$ cat src/rtl/hardware_adder_64bit_pipe.sv
// hardware_adder_64bit_pipe
//   64-bit adder split into N = 64/SLICE_W carry-pipelined slices with a
//   valid/ready handshake on both sides. All stages advance together when the
//   output register is empty or being taken, so in_ready is that same signal.
//   Optional macro HW_ADDER_FLAGS_EN adds c_carry (unsigned carry out of bit
//   63) and c_ovf (signed overflow), registered in step with c.
module hardware_adder_64bit_pipe #(
  parameter int SLICE_W = 16
) (
  input  logic        clk,
  input  logic        rst_n,
  input  logic        in_valid,
  output logic        in_ready,
  input  logic [63:0] a,
  input  logic [63:0] b,
  output logic        out_valid,
  input  logic        out_ready,
  output logic [63:0] c
`ifdef HW_ADDER_FLAGS_EN
  ,
  output logic        c_carry,
  output logic        c_ovf
`endif
);

  localparam int N = 64 / SLICE_W;

  // Per-stage state. Operand and carry registers are only meaningful for
  // stages that still have upper slices to hand on (k < N-1).
  logic        r_vld [N];
  logic [63:0] r_a   [N];
  logic [63:0] r_b   [N];
  logic [63:0] r_sum [N];
  logic        r_cy  [N];

  logic              w_adv;
  logic [63:0]       w_a_in     [N];
  logic [63:0]       w_b_in     [N];
  logic [63:0]       w_sum_in   [N];
  logic [63:0]       w_sum_nxt  [N];
  logic              w_cin      [N];
  logic              w_vld_in   [N];
  logic [SLICE_W:0]  w_add      [N];

  // Whole pipe moves only when the last stage is empty or being consumed.
  assign w_adv     = !r_vld[N-1] || out_ready;
  assign in_ready  = w_adv;
  assign out_valid = r_vld[N-1];
  assign c         = r_sum[N-1];

  // Per-stage slice add: stage k sums slice k plus the carry held by stage k-1.
  always_comb begin
    // NOTE: every element is assigned on every pass, so no latch can form.
    w_a_in[0]   = a;
    w_b_in[0]   = b;
    w_sum_in[0] = '0;
    w_cin[0]    = 1'b0;
    w_vld_in[0] = in_valid;
    for (int k = 1; k < N; k++) begin
      w_a_in[k]   = r_a[k-1];
      w_b_in[k]   = r_b[k-1];
      w_sum_in[k] = r_sum[k-1];
      w_cin[k]    = r_cy[k-1];
      w_vld_in[k] = r_vld[k-1];
    end
    for (int k = 0; k < N; k++) begin
      w_add[k] = {1'b0, w_a_in[k][k*SLICE_W +: SLICE_W]}
               + {1'b0, w_b_in[k][k*SLICE_W +: SLICE_W]}
               + {{SLICE_W{1'b0}}, w_cin[k]};
      w_sum_nxt[k] = w_sum_in[k];
      w_sum_nxt[k][k*SLICE_W +: SLICE_W] = w_add[k][SLICE_W-1:0];
    end
  end

  // Stage registers: valid bits, partial sums, delayed operands and carries.
  always_ff @(posedge clk or negedge rst_n) begin
    if (!rst_n) begin
      // NOTE: datapath is reset too, so c reads 0 after reset rather than X.
      for (int k = 0; k < N; k++) begin
        r_vld[k] <= 1'b0;
        r_a[k]   <= '0;
        r_b[k]   <= '0;
        r_sum[k] <= '0;
        r_cy[k]  <= 1'b0;
      end
    end else if (w_adv) begin
      // NOTE: non-blocking so every stage samples its predecessor's old value.
      for (int k = 0; k < N; k++) begin
        r_vld[k] <= w_vld_in[k];
        r_sum[k] <= w_sum_nxt[k];
        if (k < N-1) begin
          r_a[k]  <= w_a_in[k];
          r_b[k]  <= w_b_in[k];
          r_cy[k] <= w_add[k][SLICE_W];
        end
      end
    end
  end

`ifdef HW_ADDER_FLAGS_EN
  logic r_c_carry;
  logic r_c_ovf;
  logic w_ovf;

  // Overflow: operands agree in sign but the result sign differs.
  assign w_ovf = (w_a_in[N-1][63] == w_b_in[N-1][63]) &&
                 (w_sum_nxt[N-1][63] != w_a_in[N-1][63]);

  // Flags are captured with the final slice so they line up with c.
  always_ff @(posedge clk or negedge rst_n) begin
    if (!rst_n) begin
      r_c_carry <= 1'b0;
      r_c_ovf   <= 1'b0;
    end else if (w_adv) begin
      r_c_carry <= w_add[N-1][SLICE_W];
      r_c_ovf   <= w_ovf;
    end
  end

  assign c_carry = r_c_carry;
  assign c_ovf   = r_c_ovf;
`endif

endmodule

$ cat config.mk
export PLATFORM = sky130hd
export DESIGN_NAME = hardware_adder_64bit_pipe
export DESIGN_NICKNAME = d
export VERILOG_FILES = /design/src/rtl/hardware_adder_64bit_pipe.sv
export SDC_FILE = /design/constraint.sdc
export NUM_CORES = 1
export LEC_CHECK = 0
export CAP_MARGIN = 20
export CELL_PAD_IN_SITES_DETAIL_PLACEMENT = 2
export CELL_PAD_IN_SITES_GLOBAL_PLACEMENT = 2
export CORE_MARGIN = 4
export CORE_UTILIZATION = 37
export DETAILED_ROUTE_END_ITERATION = 8
export GPL_TIMING_DRIVEN = 0
export PLACE_DENSITY = 0.87
export SLEW_MARGIN = 10
export SYNTH_ARGS = -nofsm -noshare
export SYNTH_HDL_FRONTEND = slang
export SYNTH_SLANG_ARGS = --single-unit
$ cat constraint.sdc
create_clock -name clk -period 3.95 [get_ports clk]
set_input_delay 0.395 -clock clk [delete_from_list [all_inputs] [get_ports clk]]
set_output_delay 0.395 -clock clk [all_outputs]
set_load 0.1 [all_outputs]
==> results.md <==
* Minimum clock period at approximately 3800 ps
* Row count at slightly below 80
* Most used DFF post-synth: dfrtp_1
* Power Dens Cells at slightly below 1000 nW/um2
* WL/cell at approximately 21 um
* Top Metal Used: met5
* Post-synth ARST share at 100.0%
* Clock Latency Late Sink at 580 ps
* Placed Instance Area at slightly below 20,000 um2
* Die footprint at slightly below 50,000 um2
* Die width at 221.8 um
* Reg2reg start: out_valid
* Cell with the most instances after synthesis: nand2_1
* Synth warn at 0
* Final Cycle Share at slightly below 100%
* Worst Reg-to-Reg Cells at 7
* Largest net degree at the start of global routing at approximately 110
* Hold Violations, Final at 0
* CTS Buffer Depth at 3
* CTS tree: done
* Syn avg cell area at just under 9 um2
* Core Box Area at about 45,000 um2
* VDD IR max at between 0.5 and 0.6 mV
* Cells after synthesis at about 1,900
* WL met3 at roughly 2700 um
* Commonest cells in the netlist: nand2_1, dfrtp_1, buf_4
* First DRT Iteration DRCs at ~750
* Synth top area cells: dfrtp_1, nand2_1, ha_1
* Worst flop-to-flop path endpoint: r_sum[93]
* Yosys top cell area share at 53.12%
* Total power at between 20,000 and 25,000 uW
* CP startpoint: out_valid
* IO Port Bufs at 197
* Status: finished, final reports clean
* Finished Cell Area at approximately 21,000 um2
* Router iterations before antenna repair at 5
* Total Wirelength at a little under 60,000 um
* CP Launch Type: flip-flop
* Pins Over Slew Limit at 0
* Final Wtd Congestion at 0.8462
* Fmax at 260.3 MHz
* M1 WL at 24,530 um
* TritonCTS buffer count at 41
* Layout area overhead at 24.81%
* Vias in the first global route at 16,730
* Worst-Margin Slew at about 1100 ps
* Flop2flop setup slack at 670 ps
* Hold path depth at 3
* Leakage dissipation at about 0.011 uW
* Min-delay src: b[56]
* CTS HTree Levels at 2
* Remaining antenna violation count at 0
* Vias/cell at 5.158
* CP arrival at 3450 ps
* Hold Crit Class: primary input to flip-flop
* Met2 wire length at just over 30,000 um
* Post-CTS Setup Repair Bufs at 0
* Yosys reg bits at around 360
* Drt drc at 0
* Synth area leader: dfrtp_1
* Sequential area share after synthesis at between 50% and 60%
* First-pass GRT wire length at about 94,000 um
* Mapped cell area at roughly 17,000 um2
* Die H at around 220 um
* Crit path max fanout at 10
* Layout Nets at approximately 2,400
* Initial Util at between 30 and 40%
* Root buffer cell: clkbuf_16
* Critical path capture point type: output pin
* Initial antenna violation count at 1
* Synth cell types at 66
* Slew headroom at roughly 28%
* Clock Sinks at 359
* WS Path Type: flip-flop to output pin
* Clock Skew at 13.17 ps
* Share of post-route cells with drive strength above 1 at about 8.3%
* Hold endpoint: r_b[248]
* Final setup viols at 0
* Max-Cap Viols at 0
* Req. time, crit path at 3560 ps
* Clock slew at reported path FFs at 60 ps
* Syn_nets at 2,139
* DP HPWL at approximately 43,000 um
* Fill count at around 5,000
* RSZ-0062 raised after global routing: false
* Routed vias at 14,540
* Total Routing Usage GR at 24.11%
* Grt ovf at 0
* Number of flops mapped to enable cells by yosys at 0
* I/O pin cnt at approximately 200
[logic make-up (layout without fill, tap and decap cells)]
| kind of cell | Yosys count | in the layout | share of synthesized area (%) |
|---|---|---|---|
| and+or+nand+nor | 1085 | 1085 | 25.36 |
| other | 0 | 1 | 0 |
| adders and majority gates | 67 | 67 | 5.268 |
| buffers and inverters | 163 | 440 | 5.253 |
| xor gates and xnor gates | 27 | 27 | 1.398 |
| muxes | 6 | 6 | 0.3699 |
| DFF | 359 | 359 | 53.12 |
| AOI/OAI and AO/OA | 233 | 233 | 9.226 |
[through the flow]
step / instances / TNS [ps] / utilization, % / setup WS [ps] / hold WS [ps]
after floorplan: 1940 / 0 / - / 1017 / 99.41
after CTS: 2817 / 0 / 46.60 / 127.3 / 321.6
after global routing: 2817 / 0 / 46.60 / 11.81 / 344.5
after detailed placement: 2740 / -143.5 / 43.55 / -143.5 / 429.1
final: 2818 / 0 / 46.61 / 108.6 / 350.3
after global placement: 2737 / -4799780 / 43.36 / -13430 / 448.0
[worst max-delay path by stage]
stage	end	slack, ps	depth (start not counted)
2_1_floorplan	in_ready	1020	5
3_3_place_gp	r_a[225]	-13430	1
3_5_place_dp	in_ready	-140	7
4_1_cts	in_ready	130	6
5_1_grt	in_ready	10	6
6_report	in_ready	110	6
[layout make-up]
cell class | count | area (um2) | area share [%]
sequential | 359 | 8984 | 42.56
multi-input combinational | 1418 | 7039 | 33.35
timing repair buffer | 201 | 2071 | 9.811
clock buffer | 58 | 1170 | 5.543
buffer | 152 | 847.1 | 4.013
tap | 600 | 750.7 | 3.557
clock inverter | 18 | 201.4 | 0.9544
inverter | 11 | 41.29 | 0.1956
antenna | 1 | 2.502 | 0.01186
[per-layer routing]
metal / global-route usage, % / up-vias
met3: 3.654 / 92
met4: 6.683 / 2
li1: - / 6730
met2: 44.31 / 333
met1: 29.46 / 7379
met5: 0 / -
[power by group]
| part | total [uW] | switching (uW) | internal (uW) |
|---|---|---|---|
| combinational | 10300 | 7030 | 3320 |
| clock | 3900 | 1620 | 2280 |
| sequential | 6330 | 1050 | 5290 |
[worst max-delay path, cell delays in order, from the launching register on]
cell and delay [ps]:
dfrtp_1 430, nor2b_1 230, clkbuf_1 220, inv_2 180, clkbuf_1 620, buf_1 540, clkdlybuf4s15_2 650
[placed cells by master, fill, tap and decap left out, types with 14 or more instances in the layout]
master,n
nand2_1,938
dfrtp_1,359
clkdlybuf4s50_1,195
buf_4,64
nor2_1,62
a21oi_1,60
ha_1,60
clkbuf_1,59
clkbuf_16,41
o21ai_0,33
buf_2,29
a21o_1,25
nor3_1,17
xnor2_1,17
o21ai_1,15
nand3_1,14
a211oi_1,14
[registers in the layout, indices dropped and copies added, names as in the netlist]
register / cells
r_vld: 3
r_cy: 3
c: 64
r_sum: 96
r_b: 96
r_a: 96
out_valid: 1
[repair_timing]
item / CTS / global route
setup endpoints to repair: 1 / 0
hold buffers: 1 / 0
gates resized for setup: 3 / 0
hold endpoints to repair: 73 / 0
No activity file was read; power rests on OpenSTA's default activity.
==> patch 1, RTL diff (same flow settings) <==
Set the parameter `SLICE_W` to 32 (it was 16).
--- a/src/rtl/hardware_adder_64bit_pipe.sv
+++ b/src/rtl/hardware_adder_64bit_pipe.sv
@@ -5,7 +5,7 @@
 //   Optional macro HW_ADDER_FLAGS_EN adds c_carry (unsigned carry out of bit
 //   63) and c_ovf (signed overflow), registered in step with c.
 module hardware_adder_64bit_pipe #(
-  parameter int SLICE_W = 16
+  parameter int SLICE_W = 32
 ) (
   input  logic        clk,
   input  logic        rst_n,
Function: changed (a bounded check fails within 4 cycles, from zero or initial values and one cycle with rst_n low).
==> patch 1 against the original RTL <==
- design area fell by 41%
- routed wire length down 41%
- setup slack gained 140 ps
- sequential cell count shrank 196
- die area fell by 42%
- clock power shrank 57%
- largest cell class is now multi-input combinational cells
- critical endpoint is now c[54]$_DFFE_PN0P_
- highest routed layer is now met4
- power fell by 58%
- synthesized cell count fell by 42%
- area after synthesis down 44%
- sequential power decreased by 63%
==> patch 1: results (changes against the original RTL) <==
stage,metric,value,unit,change
sta,Min Hold Slack,470,ps,was 350 ps
critical_path,CP top delay family,compound AO/OA/AOI/OAI gates,,was buffers and inverters
clock_tree,H-tree levels,4,,was 2
hold_path,worst hold path class,register to register,,was primary input to register
critical_path,CP max FO,3,,was 10
outcome,status,finished clean,,unchanged
cells_and_area,share of cells above drive strength 1,8.32,%,was 8.25%
power,Comb. pwr,4.59,mW,was 10.3 mW
clock_tree,clock buffer depth,2,,was 3
synthesis,synth top area cells,"dfrtp_1, nand2_1, ha_1, buf_4, a21oi_1",,unchanged
synthesis,register area share after synthesis,42.8,%,was 53.1%
cells_and_area,Layout fillers,2825,,was 4985
global_route,first-pass GRT wire length,55600,um,was 94400 um
routing,1st-iter DRT viols,396,,was 748
power,Pwr Density,688,nW/um^2,was 975 nW/um^2
synthesis,post-synthesis xor/xnor area fraction,4.41,%,was 1.40%
routing,Total Wirelength,35200,um,was 59600 um
place,GP Congestion,0.865,,was 0.846
cells_and_area,Layout Nets,1543,,was 2383
critical_path,r2r worst-path depth,11,,was 7
clock_tree,number of CTS-inserted buffers,17,,was 41
global_route,Total GRT Usage,24.9,%,was 24.1%
synthesis,Synth Area in Compound Gates,15.1,%,was 9.23%
synthesis,synth unique cells,64,,was 66
sta,Worst Skew,17.1,ps,was 13.2 ps
power,sequential power,2.36,mW,was 6.33 mW
sta,Worst-Margin Slew,1040,ps,was 1090 ps
synthesis,Yosys top cell area share,42.8,%,was 53.1%
critical_path,reg2reg start,r_a[96]$_DFFE_PN0P_,,was out_valid$_DFFE_PN0P_
clock_tree,Clock Latency Late Sink,440,ps,was 580 ps
hold_path,WHS Path Cells,2,,was 3
power,Sw Pwr,4.25,mW,was 9.70 mW
place,"Cell Area, Placed",12000,um^2,was 19700 um^2
critical_path,CP max-delay cell,fa_1,,was clkdlybuf4s15_2
critical_path,reg-to-reg endpoint,c[54]$_DFFE_PN0P_,,was r_sum[93]$_DFFE_PN0P_
[patch 1: cell count changes after synthesis, sizes merged, moves of 9 or more]
cell | before | now
nand2 | 938 | 366
a21oi | 61 | 90
inv | 11 | 20
xor2 | 10 | 22
buf | 102 | 67
xnor2 | 17 | 26
clkbuf | 50 | 39
dfrtp | 359 | 163
a211oi | 21 | 11
a21o | 26 | 14
[patch 1: cell families (layout without fill, tap and decap cells)]
group           after synthesis  count (layout)
other cells                   0               1
mux                           1               1
buf+inv                     126             356
flops                       163             163
fa+ha+maj                    65              65
compound gates              228             228
simple gates                497             497
xor+xnor                     48              48
[patch 1: cell type report]
cell class	count	share of cell area [%]
Buffer	106	5.10
Multi-Input combinational cell	839	37.8
Inverter	20	0.599
Sequential cell	163	32.6
Antenna cell	1	0.0200
Tap cell	330	3.30
Timing Repair Buffer	199	16.0
Clock inverter	13	1.13
Clock buffer	18	3.43
[patch 1: per-layer routing]
layer,global-route usage (%),up-vias,wire length (um)
li1,-,4163,-
met1,31.0,4512,15100
met2,45.3,202,18100
met3,3.74,37,1450
met4,6.21,0,575
met5,0,-,0
[patch 1: worst max path at each step]
stage	startpoint	endpoint	slack (ps)	cells past startpoint
2_1_floorplan	out_valid$_DFFE_PN0P_	in_ready	990	5
3_3_place_gp	rst_n	r_b[109]$_DFFE_PN0P_	-4500	1
3_5_place_dp	out_ready	in_ready	-180	7
4_1_cts	out_valid$_DFFE_PN0P_	in_ready	8	6
5_1_grt	r_a[96]$_DFFE_PN0P_	c[62]$_DFFE_PN0P_	40	11
6_report	r_a[96]$_DFFE_PN0P_	c[54]$_DFFE_PN0P_	250	11
[patch 1: what timing repair did]
action	4_1_cts	5_1_grt
gates resized for setup	2	1
hold buffers	1	0
setup endpoints to repair	1	1
hold endpoints to repair	50	0
==> patch 2, RTL diff (same settings) <==
Without the edit above. Add a define of `HW_ADDER_FLAGS_EN`.
--- a/src/rtl/hardware_adder_64bit_pipe.sv
+++ b/src/rtl/hardware_adder_64bit_pipe.sv
@@ -4,6 +4,8 @@
 //   output register is empty or being taken, so in_ready is that same signal.
 //   Optional macro HW_ADDER_FLAGS_EN adds c_carry (unsigned carry out of bit
 //   63) and c_ovf (signed overflow), registered in step with c.
+`define HW_ADDER_FLAGS_EN
+
 module hardware_adder_64bit_pipe #(
   parameter int SLICE_W = 16
 ) (
Function (old outputs only; new: c_carry and c_ovf): same outputs for any inputs over 4 cycles, from zero or initial values and one cycle with rst_n low; that may be too few to reach the edited logic, so the function may still have changed.
==> patch 2 against the original RTL <==
- global-route usage is 0.47 points higher
- design area fell by 1.1%
- die area fell by 1.3%
- area after synthesis down 1.4%
- power up 0.15%
- first-iteration DRC count down 4.0%
- setup slack better by 53 ps
- sequential cell count up 2
- synthesized cell count decreased by 1.4%
- routed wire length shrank 0.65%
==> patch 2: results (changes against the original RTL) <==
stage,metric,value,unit,change
synthesis,synth unique cells,57,,was 66
power,Internal,10.9,mW,about the same
outcome,status,finished clean,,unchanged
sta,Worst-Margin Slew,1020,ps,was 1090 ps
synthesis,synthesized net count,2113,,was 2139
power,Pwr Density,987,nW/um^2,was 975 nW/um^2
critical_path,CP max-delay cell,dlygate4sd2_1,,was clkdlybuf4s15_2
place,GP Congestion,0.861,,was 0.846
place,Final HPWL DP,41100,um,was 43000 um
global_route,met3 Use GR,4.19,%,was 3.65%
critical_path,Worst path max stage delay,920,ps,was 650 ps
power,Worst VDD drop,0.649,mV,was 0.525 mV
place,PortBufs,199,,was 197
global_route,vias in the first global route,16500,,was 16700
sta,Worst Skew,12.3,ps,was 13.2 ps
routing,1st-iter DRT viols,718,,was 748
global_route,first-pass GRT wire length,93100,um,was 94400 um
routing,Total Wirelength,59200,um,was 59600 um
power,Static Leakage,10.4,nW,was 10.5 nW
cells_and_area,share of cells above drive strength 1,7.58,%,was 8.25%
global_route,Total GRT Usage,24.6,%,was 24.1%
routing,met1 wire length,24400,um,was 24500 um
critical_path,crit path DAT,3390,ps,was 3450 ps
cells_and_area,Layout fillers,4774,,was 4985
routing,Met2 Wirelength,30200,um,was 30900 um
==> patch 2: cell types whose count changed after synthesis, moves of 7 or more <==
cell,change
nor2_1,-7
buf_1,-8
o21ai_0,+19
a21o_1,-11
a21oi_1,+10
xnor2_1,+9
nand3_1,-8
and3_1,-8
inv_1,+8
xor2_1,+10
nand2_1,+24
o21ai_1,-13
==> patch 2: metrics by stage <==
stage / worst slack, ps / util [%] / instances / cell area [um^2]
final: 161 / 47.0 / 2781 / 20900
after global routing: 24.6 / 47.0 / 2781 / 20900
after CTS: 129 / 47.0 / 2781 / 20900
after detailed placement: 85.2 / 43.9 / 2708 / 19500
after global placement: -13420 / 43.7 / 2704 / 19400
after floorplan: 1120 / - / 1913 / 16700
==> patch 2: layout make-up <==
type                    count  area share, %
plain buffers             144           3.88
clock inverters             9          0.563
well taps                 592           3.55
multi-input cells        1389           32.4
inverters                  19          0.342
clock buffers              63           5.94
flip-flops and latches    361           43.3
repair buffers            204           10.1
==> patch 2: final timing paths <==
check	from	endpoint	slack, ps	cells past startpoint
min in group asynchronous	rst_n	r_a[243]$_DFFE_PN0P_	470	2
max in group asynchronous	rst_n	c[25]$_DFFE_PN0P_	1650	5
worst max register to register	r_a[112]$_DFFE_PN0P_	c_carry$_DFFE_PN0P_	720	8
worst max-delay path	out_valid$_DFFE_PN0P_	in_ready	160	5
worst min register to register	r_sum[94]$_DFFE_PN0P_	r_sum[94]$_DFFE_PN0P_	470	2
worst min-delay path	b[52]	r_b[244]$_DFFE_PN0P_	350	3
==> patch 2: what timing repair did <==
item / CTS / global route
endpoints found under the setup margin: 1 / 0
resized for setup: 1 / 0
hold endpoints to repair: 98 / 0
hold buffers: 1 / 0
